**src/rtl/alu_seq_param_if.sv**
```systemverilog
// rtl/alu_seq_param_if.sv - request/response bundle for the sequential ALU
interface alu_seq_param_if #(
  parameter int WIDTH     = 8,
  parameter int IMM_WIDTH = 4
);
  logic                 in_valid;
  logic                 in_ready;
  logic [WIDTH-1:0]     a;
  logic [WIDTH-1:0]     b;
  logic [IMM_WIDTH-1:0] imm;
  logic                 use_imm;
  logic [3:0]           alu_op;
  logic                 out_valid;
  logic                 out_ready;
  logic [WIDTH-1:0]     result;
  logic [WIDTH-1:0]     result_hi;
  logic                 carry_out;
  logic                 zero;
  logic                 overflow;
  logic                 underflow;
  logic                 div_zero;
  logic                 busy;

  modport master (
    output in_valid, a, b, imm, use_imm, alu_op, out_ready,
    input  in_ready, out_valid, result, result_hi, carry_out, zero,
           overflow, underflow, div_zero, busy
  );

  modport slave (
    input  in_valid, a, b, imm, use_imm, alu_op, out_ready,
    output in_ready, out_valid, result, result_hi, carry_out, zero,
           overflow, underflow, div_zero, busy
  );
endinterface

```
**src/rtl/alu_seq_param.sv**
```systemverilog
// rtl/alu_seq_param.sv - handshaked ALU with iterative multiply and divide
module alu_seq_param #(
  parameter int WIDTH     = 8,
  parameter int IMM_WIDTH = 4
) (
  input logic             clk,
  input logic             reset,
  alu_seq_param_if.slave  io
);
  localparam int SH_W  = $clog2(WIDTH);
  localparam int CNT_W = $clog2(WIDTH) + 1;

  localparam logic [3:0] OP_ADD = 4'd0;
  localparam logic [3:0] OP_SUB = 4'd1;
  localparam logic [3:0] OP_AND = 4'd2;
  localparam logic [3:0] OP_OR  = 4'd3;
  localparam logic [3:0] OP_XOR = 4'd4;
  localparam logic [3:0] OP_NOT = 4'd5;
  localparam logic [3:0] OP_SHL = 4'd6;
  localparam logic [3:0] OP_SHR = 4'd7;
  localparam logic [3:0] OP_MUL = 4'd8;
  localparam logic [3:0] OP_DIV = 4'd9;
  localparam logic [3:0] OP_MOD = 4'd10;

  typedef enum logic [1:0] {S_IDLE, S_EXEC, S_ITER, S_DONE} state_t;

  state_t             state_q, state_d;
  logic [3:0]         op_q, op_d;
  logic [WIDTH-1:0]   a_q, a_d;
  logic [WIDTH-1:0]   b_q, b_d;
  // hi/lo hold partial product + multiplier for MUL, remainder + quotient for DIV/MOD
  logic [WIDTH-1:0]   hi_q, hi_d;
  logic [WIDTH-1:0]   lo_q, lo_d;
  logic [CNT_W-1:0]   cnt_q, cnt_d;
  logic               in_ready_q, in_ready_d;
  logic               busy_q, busy_d;
  logic               out_valid_q, out_valid_d;
  logic [WIDTH-1:0]   result_q, result_d;
  logic [WIDTH-1:0]   result_hi_q, result_hi_d;
  logic               carry_q, carry_d;
  logic               zero_q, zero_d;
  logic               ovf_q, ovf_d;
  logic               unf_q, unf_d;
  logic               dz_q, dz_d;

  logic [WIDTH-1:0]   b_eff;
  logic               op_is_iter;
  logic [WIDTH:0]     add_sum;
  logic [SH_W-1:0]    shamt;
  logic [WIDTH:0]     mul_sum;
  logic [WIDTH:0]     div_r;
  logic               div_ge;
  logic [WIDTH-1:0]   div_sub;
  logic [WIDTH-1:0]   res_c;

  // next-state, datapath step and registered-output computation
  always_comb begin
    state_d     = state_q;
    op_d        = op_q;
    a_d         = a_q;
    b_d         = b_q;
    hi_d        = hi_q;
    lo_d        = lo_q;
    cnt_d       = cnt_q;
    out_valid_d = out_valid_q;
    result_d    = result_q;
    result_hi_d = result_hi_q;
    carry_d     = carry_q;
    zero_d      = zero_q;
    ovf_d       = ovf_q;
    unf_d       = unf_q;
    dz_d        = dz_q;
    res_c       = '0;

    b_eff      = io.use_imm ? WIDTH'(io.imm) : io.b;
    op_is_iter = (io.alu_op == OP_MUL) || (io.alu_op == OP_DIV) || (io.alu_op == OP_MOD);
    add_sum    = {1'b0, a_q} + {1'b0, b_q};
    shamt      = b_q[SH_W-1:0];
    mul_sum    = {1'b0, hi_q} + (lo_q[0] ? {1'b0, a_q} : '0);
    div_r      = {hi_q, lo_q[WIDTH-1]};
    div_ge     = div_r >= {1'b0, b_q};
    div_sub    = WIDTH'(div_r - {1'b0, b_q});

    case (state_q)
      S_IDLE: begin
        if (io.in_valid && in_ready_q) begin
          op_d    = io.alu_op;
          a_d     = io.a;
          b_d     = b_eff;
          hi_d    = '0;
          lo_d    = (io.alu_op == OP_MUL) ? b_eff : io.a;
          cnt_d   = '0;
          state_d = op_is_iter ? S_ITER : S_EXEC;
        end
      end
      S_EXEC: begin
        carry_d     = 1'b0;
        ovf_d       = 1'b0;
        unf_d       = 1'b0;
        dz_d        = 1'b0;
        result_hi_d = '0;
        case (op_q)
          OP_ADD: begin
            res_c   = add_sum[WIDTH-1:0];
            carry_d = add_sum[WIDTH];
            ovf_d   = add_sum[WIDTH];
          end
          OP_SUB: begin
            res_c = a_q - b_q;
            unf_d = a_q < b_q;
          end
          OP_AND:  res_c = a_q & b_q;
          OP_OR:   res_c = a_q | b_q;
          OP_XOR:  res_c = a_q ^ b_q;
          OP_NOT:  res_c = ~a_q;
          OP_SHL:  res_c = a_q << shamt;
          OP_SHR:  res_c = a_q >> shamt;
          default: res_c = '0;
        endcase
        result_d = res_c;
        zero_d   = (res_c == '0);
        state_d  = S_DONE;
      end
      S_ITER: begin
        if (cnt_q == CNT_W'(WIDTH)) begin
          // all bits processed: publish product or quotient/remainder
          res_c       = (op_q == OP_MOD) ? hi_q : lo_q;
          result_d    = res_c;
          result_hi_d = hi_q;
          zero_d      = (res_c == '0);
          carry_d     = 1'b0;
          unf_d       = 1'b0;
          ovf_d       = (op_q == OP_MUL) && (|hi_q);
          dz_d        = (op_q != OP_MUL) && (b_q == '0);
          state_d     = S_DONE;
        end else begin
          if (op_q == OP_MUL) begin
            {hi_d, lo_d} = {mul_sum, lo_q[WIDTH-1:1]};
          end else begin
            // a zero divisor always subtracts, giving all-ones quotient and remainder A
            hi_d = div_ge ? div_sub : div_r[WIDTH-1:0];
            lo_d = {lo_q[WIDTH-2:0], div_ge};
          end
          cnt_d = cnt_q + CNT_W'(1);
        end
      end
      S_DONE: begin
        if (out_valid_q && io.out_ready) begin
          out_valid_d = 1'b0;
          state_d     = S_IDLE;
        end else begin
          out_valid_d = 1'b1;
        end
      end
      default: state_d = S_IDLE;
    endcase

    in_ready_d = (state_d == S_IDLE);
    busy_d     = (state_d != S_IDLE);
  end

  // state and output registers; reset abandons any operation in flight
  always_ff @(posedge clk) begin
    if (reset) begin
      state_q     <= S_IDLE;
      op_q        <= '0;
      a_q         <= '0;
      b_q         <= '0;
      hi_q        <= '0;
      lo_q        <= '0;
      cnt_q       <= '0;
      in_ready_q  <= 1'b1;
      busy_q      <= 1'b0;
      out_valid_q <= 1'b0;
      result_q    <= '0;
      result_hi_q <= '0;
      carry_q     <= 1'b0;
      zero_q      <= 1'b0;
      ovf_q       <= 1'b0;
      unf_q       <= 1'b0;
      dz_q        <= 1'b0;
    end else begin
      state_q     <= state_d;
      op_q        <= op_d;
      a_q         <= a_d;
      b_q         <= b_d;
      hi_q        <= hi_d;
      lo_q        <= lo_d;
      cnt_q       <= cnt_d;
      in_ready_q  <= in_ready_d;
      busy_q      <= busy_d;
      out_valid_q <= out_valid_d;
      result_q    <= result_d;
      result_hi_q <= result_hi_d;
      carry_q     <= carry_d;
      zero_q      <= zero_d;
      ovf_q       <= ovf_d;
      unf_q       <= unf_d;
      dz_q        <= dz_d;
    end
  end

  assign io.in_ready  = in_ready_q;
  assign io.busy      = busy_q;
  assign io.out_valid = out_valid_q;
  assign io.result    = result_q;
  assign io.result_hi = result_hi_q;
  assign io.carry_out = carry_q;
  assign io.zero      = zero_q;
  assign io.overflow  = ovf_q;
  assign io.underflow = unf_q;
  assign io.div_zero  = dz_q;
endmodule

```
**src/flat_wrapper.sv**
```systemverilog
// flat-port wrapper written by rule: the top's interface ports become plain ports
module alu_seq_param_flat 
#(
  parameter int WIDTH     = 8,
  parameter int IMM_WIDTH = 4
)
  (clk, reset, io_in_valid, io_a, io_b, io_imm, io_use_imm, io_alu_op, io_out_ready, io_in_ready, io_out_valid, io_result, io_result_hi, io_carry_out, io_zero, io_overflow, io_underflow, io_div_zero, io_busy);
  alu_seq_param_if #(.WIDTH(WIDTH), .IMM_WIDTH(IMM_WIDTH)) io_i ();
  input logic clk;
  input logic reset;
  input wire logic [$bits(io_i.in_valid)-1:0] io_in_valid;
  input wire logic [$bits(io_i.a)-1:0] io_a;
  input wire logic [$bits(io_i.b)-1:0] io_b;
  input wire logic [$bits(io_i.imm)-1:0] io_imm;
  input wire logic [$bits(io_i.use_imm)-1:0] io_use_imm;
  input wire logic [$bits(io_i.alu_op)-1:0] io_alu_op;
  input wire logic [$bits(io_i.out_ready)-1:0] io_out_ready;
  output wire logic [$bits(io_i.in_ready)-1:0] io_in_ready;
  output wire logic [$bits(io_i.out_valid)-1:0] io_out_valid;
  output wire logic [$bits(io_i.result)-1:0] io_result;
  output wire logic [$bits(io_i.result_hi)-1:0] io_result_hi;
  output wire logic [$bits(io_i.carry_out)-1:0] io_carry_out;
  output wire logic [$bits(io_i.zero)-1:0] io_zero;
  output wire logic [$bits(io_i.overflow)-1:0] io_overflow;
  output wire logic [$bits(io_i.underflow)-1:0] io_underflow;
  output wire logic [$bits(io_i.div_zero)-1:0] io_div_zero;
  output wire logic [$bits(io_i.busy)-1:0] io_busy;
  assign io_i.in_valid = io_in_valid;
  assign io_i.a = io_a;
  assign io_i.b = io_b;
  assign io_i.imm = io_imm;
  assign io_i.use_imm = io_use_imm;
  assign io_i.alu_op = io_alu_op;
  assign io_i.out_ready = io_out_ready;
  assign io_in_ready = io_i.in_ready;
  assign io_out_valid = io_i.out_valid;
  assign io_result = io_i.result;
  assign io_result_hi = io_i.result_hi;
  assign io_carry_out = io_i.carry_out;
  assign io_zero = io_i.zero;
  assign io_overflow = io_i.overflow;
  assign io_underflow = io_i.underflow;
  assign io_div_zero = io_i.div_zero;
  assign io_busy = io_i.busy;
  alu_seq_param #(.WIDTH(WIDTH), .IMM_WIDTH(IMM_WIDTH)) u_core (.clk(clk), .reset(reset), .io(io_i));
endmodule
```
**config.mk**
```make
export PLATFORM = sky130hd
export DESIGN_NAME = alu_seq_param_flat
export DESIGN_NICKNAME = d
export VERILOG_FILES = /design/src/rtl/alu_seq_param_if.sv /design/src/rtl/alu_seq_param.sv /design/src/flat_wrapper.sv
export SDC_FILE = /design/constraint.sdc
export NUM_CORES = 1
export LEC_CHECK = 0
export BUFFER_PORTS_ARGS = -buffer_cell sky130_fd_sc_hd__buf_2
export CORE_MARGIN = 4
export CORE_UTILIZATION = 39
export DETAILED_ROUTE_END_ITERATION = 12
export PLACE_DENSITY = 0.57
export SETUP_SLACK_MARGIN = 0.02
export SLEW_MARGIN = 10
export SYNTH_ARGS = -nofsm -noshare
export SYNTH_HDL_FRONTEND = slang
export SYNTH_SLANG_ARGS = --single-unit
```
**constraint.sdc**
```tcl
create_clock -name clk -period 2.5 [get_ports clk]
set_clock_uncertainty 0.05 [all_clocks]
set_input_delay 0.5 -clock clk [delete_from_list [all_inputs] [get_ports clk]]
set_output_delay 0.5 -clock clk [all_outputs]
set_load 0.02 [all_outputs]
```
==> results_dict.tcl <==
set metrics [dict create \
    status "finished clean" \
    grt_pass1_vias 5754 \
    criticalPathCategory "reg -> reg" \
    worstMarginPinSlew_ns 0.8833 \
    slew-limit-headroom_pct 40.66 \
    die_area_sq_um 16450 \
    nFillCells 1397 \
    peak_ir_drop_on_the_vdd_network_uv 528.2 \
    post_synth_main_area_contributors "sky130_fd_sc_hd__dfxtp_1 23%, sky130_fd_sc_hd__ha_1 9.5%, sky130_fd_sc_hd__a21oi_1 7.3%, sky130_fd_sc_hd__nand2_1 5.5%, sky130_fd_sc_hd__mux2i_1 5.1%" \
    detailroute.via_count 6006 \
    synth_top_family_by_area "compound AO/OA/AOI/OAI gates" \
    synth.yosys.warnings 0 \
    die_width_um 128.3 \
    die-height_um 128.3 \
    crit_fanout 4 \
    drt_wl_total_um 20860 \
    ant_nets 0 \
    end_kind "flop" \
    cts_inserted_buffers 9 \
    row_count 43 \
    ios 53 \
    dr.first_iter.drc_count 458 \
    initial_core_utilization_pct 40.18 \
    globalRouteOverflowTotal 0 \
    most_numerous_cell_on_the_critical_path "sky130_fd_sc_hd__a21oi_1" \
    synth-compound-area-share_pct 24.99 \
    synth_area_leader_cell "sky130_fd_sc_hd__dfxtp_1" \
    top_cells_by_instance_count_after_synthesis "82 x sky130_fd_sc_hd__a21oi_1, 82 x sky130_fd_sc_hd__nand2_1, 66 x sky130_fd_sc_hd__dfxtp_1" \
    clk_pin_slew_ns 0.06 \
    timing.final.hold_violations 0 \
    insertion_delay_ns 0.34 \
    drt-wirelength-per-cell_um 20.65 \
    timing.critical_path.slowest_cell_delay_ns 0.37 \
    grt_setup_unrepaired "yes" \
    power_leakage_nw 2.970 \
    num-nets-final 901 \
    layout.core_utilization_pct 50.69 \
    post_synth_mux_area_share_pct 8.938 \
    drt_pre_antenna_iters 6 \
    synthToLayoutAreaGrowth_pct 26.17 \
    number_of_synthesized_flops_with_an_enable_pin 0 \
    layout-drive-gt1-share_pct 27.71 \
    series_of_cell_instances_along_the_critical_path "inv_1, ha_4, o21bai_1, a221oi_1, a21oi_1, a221o_1, a21o_1, o211ai_1, a21oi_1" \
    synthesized_nets 790 \
    yosysUniqueCellTypes 74 \
    fraction_of_synthesis_flops_using_an_asynchronous_set_or_reset_pin_pct 0 \
    crit_arrival_ns 2.58 \
    syn_inst 714 \
    cpMaxStageDelayCell "sky130_fd_sc_hd__dfxtp_1" \
    synth_adder_area_share_pct 10.96 \
    synth_ff_type "sky130_fd_sc_hd__dfxtp_1" \
    max_freq_mhz 411.6 \
    synth.avg_cell_area_sq_um 7.901 \
    report.final.slew_viol_count 0 \
    cts.sinks 66 \
    synth_largest_type_area_fraction_pct 23.42 \
    grt_first_pass_wirelength_um 32280 \
    fin_crit_sh_pct 97.19 \
    weighted_congestion_at_the_end_of_routability_driven_global_placement 0.9311 \
    diodes 0 \
    drv_cap 0 \
    dpl.hpwl_um 16370 \
    synth_sequential_area_ratio_pct 23.42 \
    max-clock-path-buffers 2 \
    synth.cell_area_sq_um 5642 \
    cts.htree.levels 3 \
    fp.coreArea_sq_um 14040 \
    final.min_clock_period_ns 2.430 \
    drc_errors 0 \
    synth_xor_xnor_area_share_pct 2.329 \
    synth_simple_gate_area_share_pct 22.33 \
    grt_max_degree 46 \
    setup_violations 0 \
    critPathLaunchType "flop" \
    power_density_nw_per_um2 879.2 \
    design_power_total_mw 6.258 \
    grt_antenna_before_repair 0 \
    clk_root_buffer_cell "sky130_fd_sc_hd__clkbuf_16" \
    grt_usage_pct 25.32 \
    tritoncts "yes" \
    cp_data_required_time_ns 2.65 \
    hp-class "in -> reg" \
    portBuffers 52 \
    yosys_register_bits 66 \
    per_cell_via_count_in_the_routed_design 5.947 \
]
## layout make-up
type                       instances  area [sq um]  area share, %
inverter                          35         131.4          1.846
clock buffer                       9         225.2          3.164
tap                              180         225.2          3.164
clock inverter                     7         75.07          1.055
timing repair buffer             151          1039          14.59
multi-input combinational        562          4090          57.46
sequential                        66          1333          18.72
## path summary, 6_finish.rpt
path	startpoint	to	slack, ns	cells past startpoint
max	u_core.a_q[1]	u_core.io.result[7]	0.07	9
min	io_alu_op[2]	u_core.op_q[2]	0.36	3
min reg2reg	u_core.io.result[3]	u_core.io.result[3]	0.40	2
max reg2reg	u_core.a_q[1]	u_core.io.result[7]	0.07	9
## report_power, final
group | total [mW] | internal (mW) | switching (mW)
combinational | 3.53 | 1.55 | 1.98
sequential | 1.42 | 1.21 | 0.204
clock | 1.31 | 0.780 | 0.530
total | 6.26 | 3.54 | 2.71
## layout by cell type (no fill, tap or decap), types with 5 or more instances in the layout
| master | Yosys | final |
|---|---|---|
| sky130_fd_sc_hd__buf_4 | 7 | 93 |
| sky130_fd_sc_hd__nand2_1 | 82 | 82 |
| sky130_fd_sc_hd__a21oi_1 | 82 | 81 |
| sky130_fd_sc_hd__dfxtp_1 | 66 | 59 |
| sky130_fd_sc_hd__buf_2 | 8 | 52 |
| sky130_fd_sc_hd__nor2_1 | 52 | 51 |
| sky130_fd_sc_hd__ha_1 | 43 | 36 |
| sky130_fd_sc_hd__inv_1 | 35 | 31 |
| sky130_fd_sc_hd__mux2i_1 | 29 | 29 |
| sky130_fd_sc_hd__nand3_1 | 20 | 19 |
| sky130_fd_sc_hd__a211oi_1 | 18 | 18 |
| sky130_fd_sc_hd__nor3_1 | 16 | 15 |
| sky130_fd_sc_hd__and2_1 | 13 | 13 |
| sky130_fd_sc_hd__o21ai_1 | 11 | 11 |
| sky130_fd_sc_hd__nand2b_1 | 9 | 9 |
| sky130_fd_sc_hd__o21ai_0 | 10 | 9 |
| sky130_fd_sc_hd__xnor2_1 | 9 | 9 |
| sky130_fd_sc_hd__nor4_1 | 11 | 9 |
| sky130_fd_sc_hd__clkbuf_16 | 0 | 9 |
| sky130_fd_sc_hd__nand3b_1 | 8 | 8 |
| sky130_fd_sc_hd__a21o_1 | 8 | 8 |
| sky130_fd_sc_hd__a22oi_1 | 8 | 8 |
| sky130_fd_sc_hd__a2bb2oi_1 | 8 | 8 |
| sky130_fd_sc_hd__a311oi_1 | 7 | 7 |
| sky130_fd_sc_hd__o211ai_1 | 7 | 7 |
| sky130_fd_sc_hd__xor2_1 | 6 | 6 |
| sky130_fd_sc_hd__nor2b_1 | 8 | 6 |
| sky130_fd_sc_hd__dfxtp_2 | 0 | 6 |
| sky130_fd_sc_hd__nor3b_1 | 5 | 5 |
| sky130_fd_sc_hd__a31oi_1 | 5 | 5 |
| sky130_fd_sc_hd__nand4_1 | 5 | 5 |
| sky130_fd_sc_hd__mux4_2 | 5 | 5 |
## registers in the layout, summed over array words and instances, names as in the netlist
signal / cells
u_core.a_q: 8
u_core.b_q: 8
u_core.hi_q: 8
u_core.io.result: 8
u_core.io.result_hi: 8
u_core.lo_q: 8
u_core.cnt_q: 4
u_core.op_q: 4
u_core.state_q: 2
u_core.io.busy: 1
u_core.io.carry_out: 1
u_core.io.div_zero: 1
u_core.io.in_ready: 1
u_core.io.out_valid: 1
u_core.io.overflow: 1
u_core.io.underflow: 1
u_core.io.zero: 1
## worst max-delay path: cells and delay by family, from the launching register on
kind | cells | cell delay [ns]
compound gates | 7 | 1.45
fa+ha+maj | 1 | 0.30
buf+inv | 1 | 0.11
flops | 1 | 0.37
## cell families (layout without fill, tap and decap cells)
| family | Yosys count | in the layout |
|---|---|---|
| AND/OR/NAND/NOR | 249 | 249 |
| AO/OA/AOI/OAI | 211 | 211 |
| buffers and inverters | 86 | 202 |
| flip-flops | 66 | 66 |
| adder cells (fa/ha/maj) | 47 | 47 |
| multiplexers | 40 | 40 |
| XOR/XNOR | 15 | 15 |
## through the flow
step | setup TNS, ns | instances | setup WS, ns | area [sq um] | hold slack (ns)
after floorplan | 0 | 714 | 0.04100 | 5660 | 0.4036
after global placement | -0.02136 | 992 | -0.02136 | 6616 | 0.3901
after detailed placement | -0.05353 | 992 | -0.02780 | 6616 | 0.3951
after CTS | 0 | 1008 | 0.02234 | 6947 | 0.3589
after global routing | -0.05592 | 1010 | -0.02895 | 7118 | 0.3695
final | 0 | 1010 | 0.07025 | 7118 | 0.3573
## routing by layer
metal	vias to the layer above	track usage, %	wire (um)
li1	2819	-	-
met1	2901	34.83	9055
met2	246	39.78	9619
met3	40	4.250	1492
met4	0	9.301	693
met5	-	0	0
## repair_timing
| action | in CTS | in global routing |
|---|---|---|
| endpoints found under the hold margin | 0 | 0 |
| setup buffers | 0 | 2 |
| pin swaps | 0 | 13 |
| setup endpoints to repair | 6 | 17 |
| hold buffers | 0 | 0 |
| resized for setup | 7 | 39 |
No activity file was read; power rests on OpenSTA's default activity.
